`src/rtl/module_bin_to_bcd_seq.sv`:
```
`timescale 1ns/1ps
// module_bin_to_bcd_seq
// Sequential binary-to-BCD converter (double-dabble, one input bit per clock).
// Sits between arithmetic/counter logic and the 7-segment display driver.
//
// Handshake: i_start is a request that is accepted only on an edge where the
// converter is idle (o_busy=0). The accepting edge captures i_bin; i_start and
// i_bin are ignored while o_busy=1. o_done is a one-cycle pulse marking the
// cycle in which o_bcd/o_overflow first show the new result; both hold until
// the next completion. No request queuing.
//
// Ports:
//   i_clk       system clock, rising edge
//   i_rst_n     synchronous active-low reset
//   i_start     conversion request (sampled only when idle)
//   i_bin       unsigned binary operand, BIN_W bits
//   o_busy      high while a conversion is in progress
//   o_done      one-cycle completion pulse
//   o_bcd       result, digit 0 in [3:0], saturated to all 9s on overflow
//   o_overflow  last operand exceeded 10^DIGITS-1
//   o_state     debug view of the FSM state (0 idle, 1 shift, 2 done)
module module_bin_to_bcd_seq #(
  parameter int BIN_W  = 12,
  parameter int DIGITS = 4
) (
  input  logic                  i_clk,
  input  logic                  i_rst_n,
  input  logic                  i_start,
  input  logic [BIN_W-1:0]      i_bin,
  output logic                  o_busy,
  output logic                  o_done,
  output logic [4*DIGITS-1:0]   o_bcd,
  output logic                  o_overflow,
  output logic [1:0]            o_state
);

  localparam int BCD_W = 4 * DIGITS;
  localparam int CNT_W = $clog2(BIN_W + 1);

  typedef enum logic [1:0] {
    ST_IDLE  = 2'd0,
    ST_SHIFT = 2'd1,
    ST_DONE  = 2'd2
  } state_t;

  state_t             state_q;
  state_t             state_d;
  logic [BIN_W-1:0]   sr_q;
  logic [BCD_W-1:0]   acc_q;
  logic               carry_q;
  logic [CNT_W-1:0]   cnt_q;

  logic [BCD_W-1:0]   adj;
  logic [BCD_W-1:0]   acc_shift;
  logic [BIN_W-1:0]   sr_shift;
  logic               carry_out;

  assign o_state = state_q;

  // ---------------------------------------------------------------------------
  // FSM state register
  // ---------------------------------------------------------------------------
  always_ff @(posedge i_clk) begin
    if (!i_rst_n) begin
      state_q <= ST_IDLE;
    end else begin
      state_q <= state_d;
    end
  end

  // ---------------------------------------------------------------------------
  // FSM next state
  // ---------------------------------------------------------------------------
  always_comb begin
    state_d = state_q;
    case (state_q)
      ST_IDLE:  if (i_start) state_d = ST_SHIFT;
      ST_SHIFT: if (cnt_q == CNT_W'(1)) state_d = ST_DONE;
      ST_DONE:  state_d = ST_IDLE;
      default:  state_d = ST_IDLE;
    endcase
  end

  // ---------------------------------------------------------------------------
  // One double-dabble step: add 3 to every digit >= 5, then shift the whole
  // {accumulator, binary} chain left. A digit >= 5 becomes >= 8 after the add,
  // so the bit leaving the top digit means the value no longer fits in DIGITS
  // decimal digits; that bit feeds the sticky overflow flag.
  // ---------------------------------------------------------------------------
  always_comb begin
    adj = acc_q;
    for (int d = 0; d < DIGITS; d++) begin
      if (acc_q[4*d +: 4] >= 4'd5) begin
        adj[4*d +: 4] = acc_q[4*d +: 4] + 4'd3;
      end
    end
  end

  assign {carry_out, acc_shift, sr_shift} = {adj, sr_q, 1'b0};

  // ---------------------------------------------------------------------------
  // Datapath and output registers
  // ---------------------------------------------------------------------------
  always_ff @(posedge i_clk) begin
    if (!i_rst_n) begin
      sr_q       <= '0;
      acc_q      <= '0;
      carry_q    <= 1'b0;
      cnt_q      <= '0;
      o_busy     <= 1'b0;
      o_done     <= 1'b0;
      o_bcd      <= '0;
      o_overflow <= 1'b0;
    end else begin
      o_done <= 1'b0;
      case (state_q)
        ST_IDLE: begin
          if (i_start) begin
            sr_q    <= i_bin;
            acc_q   <= '0;
            carry_q <= 1'b0;
            cnt_q   <= CNT_W'(BIN_W);
            o_busy  <= 1'b1;
          end
        end
        ST_SHIFT: begin
          acc_q   <= acc_shift;
          sr_q    <= sr_shift;
          carry_q <= carry_q | carry_out;
          cnt_q   <= cnt_q - CNT_W'(1);
        end
        ST_DONE: begin
          // On overflow the accumulator holds a wrapped value; saturate instead.
          o_bcd      <= carry_q ? {DIGITS{4'h9}} : acc_q;
          o_overflow <= carry_q;
          o_done     <= 1'b1;
          o_busy     <= 1'b0;
        end
        default: begin
          o_busy <= 1'b0;
        end
      endcase
    end
  end

endmodule

```
`config.mk`:
```
export PLATFORM = sky130hd
export DESIGN_NAME = module_bin_to_bcd_seq
export DESIGN_NICKNAME = d
export VERILOG_FILES = /design/src/rtl/module_bin_to_bcd_seq.sv
export SDC_FILE = /design/constraint.sdc
export NUM_CORES = 1
export LEC_CHECK = 0
export CAP_MARGIN = 5
export CELL_PAD_IN_SITES_DETAIL_PLACEMENT = 2
export CELL_PAD_IN_SITES_GLOBAL_PLACEMENT = 2
export CORE_ASPECT_RATIO = 2
export CORE_MARGIN = 4
export CORE_UTILIZATION = 36
export CTS_CLUSTER_DIAMETER = 50
export CTS_CLUSTER_SIZE = 14
export DETAILED_ROUTE_END_ITERATION = 10
export PLACE_DENSITY = 0.84
export SYNTH_ARGS = -nofsm -noshare
export SYNTH_HDL_FRONTEND = slang
export SYNTH_SLANG_ARGS = --single-unit
```
`constraint.sdc`:
```
create_clock -name i_clk -period 2.71 [get_ports i_clk]
set_input_delay 0.271 -clock i_clk [delete_from_list [all_inputs] [get_ports i_clk]]
set_output_delay 0.271 -clock i_clk [all_outputs]
set_load 0.005 [all_outputs]
```
==> impl_metrics.py <==
metrics = {
    "worst_setup_path": {
        "crit_chain": "clkdlybuf4s50_1",
        "crit_end": "o_state[1]",
        "path_class": "register to output pin",
        "start_kind": "register",
        "r2r-start": "o_state[1]",
        "r2r_end": "sr_q[10]",
        "cp_num_buf_inv": 1,
        "crit_cells": 1,
        "crit_start": "o_state[1]",
        "slowest_delay_ns": 0.71,
        "cp_max_fo": 17,
        "r2r_cells": 3,
        "path_delay_family": "flip-flops",
        "r2r_slack_ns": 1.04,
        "crit_slowest_cell": "dfxtp_1",
        "required_ns": 2.44,
        "critPathArrivalTime_ns": 1.62,
        "end_kind": "output pin",
    },
    "outcome": {
        "status": "complete, no violations",
    },
    "floorplanning": {
        "core_area_um2": 7320,
        "die_h_um": 131,
        "die_x_um": 69.6,
        "rows": 44,
        "pin_count": 36,
        "die_area_um2": 9120,
        "start_util_pct": 37.3,
    },
    "power": {
        "power.density_nw_per_um2": 521,
        "power_mw": 1.68,
        "ir_drop_v": 0.000377,
        "p_leak_nw": 1.12,
    },
    "clock_tree": {
        "cts-hold-fix-buffers": 0,
        "path_clk_slew_ns": 0.07,
        "cts.sinks": 54,
        "h-tree-depth": 2,
        "insertion_delay_ns": 0.29,
        "cts-buffers-inserted": 5,
        "cts_resized": 0,
        "root_buffer": "clkbuf_16",
        "ctsLongestPathBuffers": 2,
        "cts_tree": "done",
        "cts_setup_buffers": 0,
    },
    "cells_and_area": {
        "num-nets-final": 346,
        "design_area_um2": 3230,
        "diodes": 0,
        "area_growth_pct": 18.3,
        "layout-drive-gt1-share_pct": 12.5,
        "fin_cells": 413,
        "mostFrequentLayoutCell": "dfxtp_1",
        "mostFrequentLayoutCells": "dfxtp_1 (54), clkdlybuf4s50_1 (35), nand3_1 (21)",
    },
    "sta": {
        "finalSetupTns_ns": 0,
        "drv_slew": 0,
        "finalCritPeriodShare_pct": 69.8,
        "setup_viol": 0,
        "clock_skew_ns": 0.00212,
        "period_minus_slack_ns": 1.89,
        "tightest_slew_ns": 0.642,
        "rsz0062_at_grt": "false",
        "max_freq_ghz": 0.528,
        "relSlewSlack_pct": 57.2,
        "finalHoldViolCount": 0,
    },
    "logic_synthesis": {
        "synthSimpleGateAreaFrac_pct": 25.9,
        "synth_cell_types": 40,
        "synthCells": 298,
        "ys_ff_latch": 54,
        "avgSynthCellArea_um2": 9.16,
        "synth_warnings": 0,
        "synth.area.mux_share_pct": 0,
        "synth_top_family_by_area": "simple AND/OR/NAND/NOR gates",
        "yosysTopAreaCellShare_pct": 39.6,
        "yosys-top-cells-area": "dfxtp_1 (40%), ha_1 (4.6%), o221a_2 (4.5%)",
        "synth_xor_area_share_pct": 1.28,
        "synthAdderAreaFrac_pct": 4.59,
        "synth-compound-area-share_pct": 21.9,
        "syn-num-nets": 323,
        "syn-cell-area_um2": 2730,
        "yosysTopAreaCell": "dfxtp_1",
        "ys_seq_area_share_pct": 39.6,
    },
    "global_routing": {
        "grt_start_max_net_pins": 58,
        "antenna_found_initial": 0,
        "grt_pass1_wl_um": 13600,
        "first_global_vias": 2626,
        "grt_overflow": 0,
        "grt_use_total_pct": 18.0,
    },
    "place": {
        "portBuffers": 35,
        "placed_cell_area_um2": 3100,
        "placed_cells": 406,
        "gp_congestion": 0.768,
        "dp_hpwl_um": 5440,
    },
    "drt": {
        "dr.first_iter.drc_count": 84,
        "wl_per_cell_um": 18.8,
        "routed_via_density": 5.54,
        "wl_um": 7750,
        "final_antenna_net_count": 0,
        "remaining_drc_errors": 0,
        "dr.pass1.iters": 4,
        "vias": 2290,
    },
    "hold_path": {
        "hold_class": "register to register",
        "hold_path_startpoint": "o_overflow",
    },
    "job": {
        "cap_violations": 0,
    },
}
[Yosys cell counts]
| cell | count |
|---|---|
| a2111o_1 | 8 |
| o21ba_2 | 1 |
| a21boi_0 | 10 |
| o21a_1 | 2 |
| ha_1 | 10 |
| nor3_1 | 9 |
| o22ai_1 | 1 |
| o21ai_0 | 8 |
| nor3b_1 | 1 |
| buf_2 | 6 |
| and2b_2 | 1 |
| o211ai_1 | 8 |
| inv_1 | 11 |
| clkbuf_1 | 13 |
| and2_1 | 2 |
| nand3b_1 | 4 |
| or3_1 | 4 |
| a22oi_1 | 2 |
| or2_2 | 4 |
| nor4b_1 | 4 |
| o21bai_2 | 1 |
| nand2b_4 | 1 |
| nand3_1 | 21 |
| buf_6 | 5 |
| nor2_1 | 20 |
| o31ai_1 | 3 |
| o32ai_1 | 1 |
| a21oi_1 | 16 |
| nor2b_1 | 14 |
| dfxtp_1 | 54 |
| a21boi_1 | 3 |
| buf_4 | 1 |
| nand2_1 | 14 |
| xor2_1 | 4 |
| a211o_1 | 2 |
| o221a_2 | 11 |
| nand2b_1 | 5 |
| nor3b_2 | 9 |
| and3_1 | 3 |
| nand3b_4 | 1 |
[worst min path at each step]
stage / end / slack (ns) / cells past startpoint
3_3_place_gp: o_bcd[9] / 0.44 / 2
5_1_grt: o_overflow / 0.49 / 2
3_5_place_dp: o_overflow / 0.46 / 2
4_1_cts: o_overflow / 0.47 / 2
6_report: o_overflow / 0.46 / 2
2_1_floorplan: o_bcd[13] / 0.45 / 2
[area by class of cell]
cell class / instances / area (µm²)
Timing Repair Buffer: 41 / 395
Clock buffer: 7 / 133
Inverter: 11 / 41.3
Multi-Input combinational cell: 208 / 1460
Sequential cell: 54 / 1080
Fill cell: 791 / 4090
Tap cell: 92 / 115
[metrics by stage]
step / worst slack (ns) / hold WS (ns) / util [%]
6_report: 0.818 / 0.461 / 44.1
5_1_grt: 0.699 / 0.493 / 44.1
4_1_cts: 0.786 / 0.468 / 44.1
3_5_place_dp: 0.776 / 0.459 / 42.3
3_3_place_gp: 0.873 / 0.442 / 42.3
2_1_floorplan: 1.44 / 0.447 / -
[state kept, by name, indices dropped and copies added (netlist names)]
name and cells:
o_bcd 16, o_overflow 1, o_state 2, cnt_q 4, acc_q 16, carry_q 1, o_busy 1, o_done 1
sr_q 12
[cells by family after synthesis]
logic type / after synthesis
compound gates: 77
xor+xnor: 4
fa+ha+maj: 10
buf+inv: 36
flops: 54
simple gates: 117
[where the power goes]
group,leakage [nW],switching (mW),total (mW),internal [mW]
combinational,0.618,0.108,0.214,0.106
sequential,0.440,0.0251,0.851,0.825
clock,0.0640,0.278,0.617,0.339
total,1.12,0.411,1.68,1.27
[per-layer routing]
layer / GRT usage (%) / vias to the layer above / wire (µm)
met5: 0 / - / 0
met4: 5.43 / 0 / 119
met3: 3.13 / 8 / 208
met2: 33.2 / 37 / 4260
met1: 20.6 / 1137 / 3170
li1: - / 1108 / -
Note: power is estimated with default switching activity, not from simulation.
==> RTL edit 1: new RTL, same flow settings <==
Reset style: asynchronous (`i_rst_n`), changed in 2 clocked blocks. Comments in the files are not updated.
--- a/src/rtl/module_bin_to_bcd_seq.sv
+++ b/src/rtl/module_bin_to_bcd_seq.sv
@@ -61,5 +61,5 @@
   // FSM state register
   // ---------------------------------------------------------------------------
-  always_ff @(posedge i_clk) begin
+  always_ff @(posedge i_clk or negedge i_rst_n) begin
     if (!i_rst_n) begin
       state_q <= ST_IDLE;
@@ -102,5 +102,5 @@
   // Datapath and output registers
   // ---------------------------------------------------------------------------
-  always_ff @(posedge i_clk) begin
+  always_ff @(posedge i_clk or negedge i_rst_n) begin
     if (!i_rst_n) begin
       sr_q       <= '0;
Behaviour: differs if i_rst_n is asserted again (counterexample within 4 cycles, from zero or initial values and one cycle with i_rst_n low); with i_rst_n held inactive, the same outputs for 10 cycles.
==> RTL edit 1 against the original RTL <==
  * Design area grew 3.8%
  * Non-clock buffer count is the same
  * Largest cell class is now registers
  * Fmax shrank 4.1%
  * Worst setup slack lost 0.080 ns
  * Area after synthesis grew 3.0%
  * Die area grew 2.7%
  * Critical path depth is the same
  * Count of clock-buffer cells in the layout shrank 1
  * Wire length shrank 4.8%
  * Sequential cell count is the same
Power is not compared: it rests on default switching activity, and its combinational part moved more than twofold at a synthesized area within 25%.
==> RTL edit 1: results <==
metrics = {
    "clock_tree": {
        "clk_pin_slew_ns": 0.07,
        "numCtsBuffers": 5,
        "cts_resized": 0,
        "clkLatencyLatePin_ns": 0.30,
        "cts_max_level": 2,
        "cts_root_buf": "clkbuf_16",
        "cts_max_path_buffers": 2,
        "postCtsSetupRepairBufs": 0,
    },
    "global_route": {
        "antenna_found_initial": 0,
        "grt_usage_pct": 16.9,
        "grt_start_max_net_pins": 42,
        "grt_pass1_vias": 2396,
        "grt_pass1_wl_um": 12500,
    },
    "placed_design": {
        "placed_area_sq_um": 3180,
        "place_worst_setup_slack_ns": 0.780,
        "routabilityCongestion": 0.806,
        "dpl.hpwl_um": 5350,
        "portBuffers": 35,
    },
    "sta": {
        "relSlewSlack_pct": 37.0,
        "hold_slack_ns": 0.115,
        "clock_skew_ns": 0.00768,
    },
    "routing": {
        "drt-total-wl_um": 7380,
        "final_antenna_net_count": 0,
        "drtIter0Drc": 83,
        "dr.pass1.iters": 4,
        "vias": 2116,
    },
    "power": {
        "p_switching_mw": 1.55,
        "ir_drop_mv": 0.567,
        "p_clk_uw": 748,
        "seq_power_mw": 1.38,
        "leakagePower_nw": 1.43,
    },
    "synthesis": {
        "synth.yosys.seq_area_share_pct": 48.1,
        "ys_types": 39,
        "syn_nets": 288,
        "async_flop_share_pct": 100,
        "synth_commonest_cells": "dfrtp_1, nand2_1, inv_1, o21ai_0, nor2_1",
        "synth_warnings": 0,
        "yosys-top-cells-area": "dfrtp_1, ha_1, nand2_1",
    },
    "critical_path": {
        "cp_top_family": "flip-flops",
        "critPathMaxStageDelay_ns": 0.78,
        "r2r_slack_ns": 1.00,
        "critPathSlowestCell": "dfrtp_1",
        "crit_fanout": 21,
        "worstReg2RegEnd": "sr_q[3]$_DFFE_PN0P_",
        "r2r_start": "o_state[1]$_DFFE_PN0P_",
        "worstPathArrival_ns": 1.70,
        "worst_r2r_path_depth": 3,
    },
    "min_path": {
        "hold_class": "primary input to asynchronous set/reset pin",
    },
    "final_layout": {
        "drive_gt1_share_pct": 13.0,
        "diodes": 0,
        "largest_registers": "acc_q x16, o_bcd x16, sr_q x12",
        "finalNetCount": 318,
        "fillers": 820,
    },
    "run_status": {
        "status": "finished clean",
    },
}
## RTL edit 1: kinds of logic (layout without fill, tap and decap cells)
family	after synthesis	count (layout)	share of synthesized area [%]
buffers and inverters	38	68	7.44
AO/OA/AOI/OAI	91	91	27.3
adder cells (fa/ha/maj)	10	10	4.45
AND/OR/NAND/NOR	64	64	10.7
flip-flops	54	54	48.1
multiplexers	2	2	0.757
XOR/XNOR	4	4	1.25
## RTL edit 1: metrics by stage
step	utilization [%]	total power [mW]	instances
floorplan	-	2.61	263
global placement	41.9	3.02	380
detailed placement	41.9	3.16	380
CTS	44.1	3.94	387
global route	44.1	4.17	387
finish	44.1	3.87	387
## RTL edit 1: worst max path at each step
stage,start,endpoint,slack [ns],cells past startpoint
after floorplan,acc_q[12]$_DFFE_PN0P_,acc_q[14]$_DFFE_PN0P_,1.39,5
after global placement,i_start,carry_q$_DFFE_PN0P_,0.94,4
after detailed placement,i_start,sr_q[3]$_DFFE_PN0P_,0.78,4
after CTS,o_state[1]$_DFFE_PN0P_,o_state[1],0.70,1
after global routing,o_state[1]$_DFFE_PN0P_,o_state[1],0.63,1
final,o_state[1]$_DFFE_PN0P_,o_state[1],0.74,1
## RTL edit 1: per-layer routing
layer	part of all wire [%]	track usage (%)	vias up
met3	2.6	2.66	13
met2	58	31.9	37
met1	37	18.2	1075
li1	-	-	991
met5	0	0	-
met4	2.5	6.82	0
## RTL edit 1: area by class of cell
class                   instances  area (sq um)  share of cell area, %
flip-flops and latches         54          1350                   40.3
clock buffers                   6           139                   4.14
clock inverters                 1          30.0                  0.896
multi-input cells             171          1250                   37.3
well taps                      94           118                   3.51
inverters                      20          75.1                   2.24
repair buffers                 41           390                   11.6
==> RTL edit 2: new RTL, same flow settings <==
Without the edit above. Set the parameter `DIGITS` to 8 (it was 4).
--- a/src/rtl/module_bin_to_bcd_seq.sv
+++ b/src/rtl/module_bin_to_bcd_seq.sv
@@ -22,5 +22,5 @@
 module module_bin_to_bcd_seq #(
   parameter int BIN_W  = 12,
-  parameter int DIGITS = 4
+  parameter int DIGITS = 8
 ) (
   input  logic                  i_clk,
Ports: changed (resized o_bcd); port bits go from 36 to 52. No check against the original RTL was run, so the function may have changed too.
==> RTL edit 2 against the original RTL <==
  * Wire length is 68% higher
  * Design area is 57% higher
  * Largest cell class unchanged
  * Total power is 73% higher
  * First-iteration DRC count is 110% higher
  * Worst setup slack worse by 0.12 ns
  * Sequential cell count is 32 higher
  * Area after synthesis is 52% higher
==> RTL edit 2: results <==
metrics = {
    "run_status": {
        "status": "finished clean",
    },
    "critical_path": {
        "crit_fanout": 15,
        "worstPathArrival_ns": 1.74,
        "critPathLaunch": "o_state[1]$_SDFFE_PN0P_",
        "worst_r2r_path_depth": 5,
        "cp_top_family": "buffers and inverters",
        "critPathMaxStageDelay_ns": 0.57,
        "r2r_slack_ns": 0.89,
        "critPathSlowestCell": "dfxtp_1",
        "worstReg2RegEnd": "acc_q[3]$_SDFFE_PN0P_",
        "crit_end": "o_state[1]",
    },
    "routing": {
        "vias": 3805,
        "drtIter0Drc": 179,
        "drt-total-wl_um": 13000,
        "dr.pass1.iters": 6,
    },
    "clock_tree": {
        "numCtsBuffers": 9,
        "cts_resized": 0,
        "cts_max_level": 3,
        "cts_root_buf": "clkbuf_16",
        "clkLatencyLatePin_ns": 0.34,
        "cts_max_path_buffers": 2,
        "clk_pin_slew_ns": 0.06,
        "postCtsSetupRepairBufs": 0,
    },
    "synthesis": {
        "async_flop_share_pct": 0,
        "synth_warnings": 0,
        "synth.yosys.seq_area_share_pct": 41.6,
        "synth_flop_cell": "dfxtp_1",
        "ys_types": 35,
        "synth_commonest_cells": "dfxtp_1, a21oi_1, nand3_1, nor3_1",
        "syn_nets": 519,
        "yosys-top-cells-area": "dfxtp_1, a21oi_1, ha_1",
    },
    "global_route": {
        "grt_pass1_vias": 4122,
        "grt_usage_pct": 19.8,
        "antenna_found_initial": 0,
        "grt_start_max_net_pins": 43,
        "grt_pass1_wl_um": 21700,
    },
    "power": {
        "p_clk_mw": 1.35,
        "ir_drop_mv": 0.318,
        "leakagePower_nw": 1.66,
        "power_frac_seq_pct": 45.6,
        "p_int_mw": 2.24,
    },
    "sta": {
        "clock_skew_ns": 0.00762,
        "worstMarginPinSlew_ns": 0.658,
    },
    "final_layout": {
        "largest_registers": "acc_q x32, o_bcd x32, sr_q x12",
        "finalNetCount": 548,
        "diodes": 0,
        "drive_gt1_share_pct": 7.90,
    },
    "placed_design": {
        "routabilityCongestion": 0.740,
        "dpl.hpwl_um": 8840,
        "portBuffers": 51,
    },
    "min_path": {
        "hold_class": "flop to flop",
    },
}
[RTL edit 2: cell count changes in the layout (fill, tap and decap cells not counted), sizes merged, moves of 10 or more]
cell	delta
inv	+10
o21ai	+18
nor2b	-13
dfxtp	+32
nor3	+24
or3b	+10
a21boi	-13
o221a	-11
o221ai	+11
a21oi	+31
clkdlybuf4s50	+16
nand3	+18
[RTL edit 2: routing by layer]
metal	vias up	share of wire (%)	wire length [um]	GRT usage, %
met4	0	2.0	262	7.32
met3	17	2.9	381	2.64
li1	1816	-	-	-
met5	-	0	0	0
met1	1902	39	5070	21.3
met2	70	56	7340	38.3
[RTL edit 2: worst min-delay path, cell delays in order, from the launching register on]
cell	delay, ns
dfxtp_1	0.31
nand2_1	0.05
a21oi_1	0.05
[RTL edit 2: final cells by class]
type                            instances  area, sq um
Tap cell                              142          178
Multi-Input combinational cell        334         2150
Fill cell                            1236         6220
Timing Repair Buffer                   63          613
Clock inverter                          4         70.1
Sequential cell                        86         1720
Clock buffer                           11          253
Inverter                               21         78.8
[RTL edit 2: how the worst min path moves through the flow]
| stage | start | end | cells past startpoint |
|---|---|---|---|
| after detailed placement | o_bcd[6]$_SDFFE_PN0P_ | o_bcd[6]$_SDFFE_PN0P_ | 2 |
| after global routing | o_bcd[21]$_SDFFE_PN0P_ | o_bcd[21]$_SDFFE_PN0P_ | 2 |
| final | o_bcd[22]$_SDFFE_PN0P_ | o_bcd[22]$_SDFFE_PN0P_ | 2 |
| after floorplan | i_bin[0] | sr_q[0]$_SDFFE_PN0P_ | 2 |
| after global placement | o_bcd[14]$_SDFFE_PN0P_ | o_bcd[14]$_SDFFE_PN0P_ | 2 |
| after CTS | o_bcd[22]$_SDFFE_PN0P_ | o_bcd[22]$_SDFFE_PN0P_ | 2 |
[RTL edit 2: metrics by stage]
| stage | instance area (sq um) | hold slack (ns) | setup slack, ns | power (mW) | cells |
|---|---|---|---|---|---|
| 3_5_place_dp | 4740 | 0.448 | 0.555 | 1.58 | 646 |
| 2_1_floorplan | 4140 | 0.419 | 1.39 | 1.48 | 486 |
| 3_3_place_gp | 4740 | 0.439 | 0.672 | 1.57 | 646 |
| 4_1_cts | 5060 | 0.456 | 0.682 | 2.93 | 661 |
| 5_1_grt | 5060 | 0.467 | 0.564 | 3.01 | 661 |
| 6_report | 5060 | 0.452 | 0.695 | 2.90 | 661 |
[RTL edit 2: logic make-up after synthesis]
logic type                 synth area share (%)
AOI/OAI and AO/OA                          21.8
xor gates and xnor gates                   1.69
adders and majority gates                  5.44
buffers and inverters                      6.50
DFF                                        41.6
and+or+nand+nor                            23.0
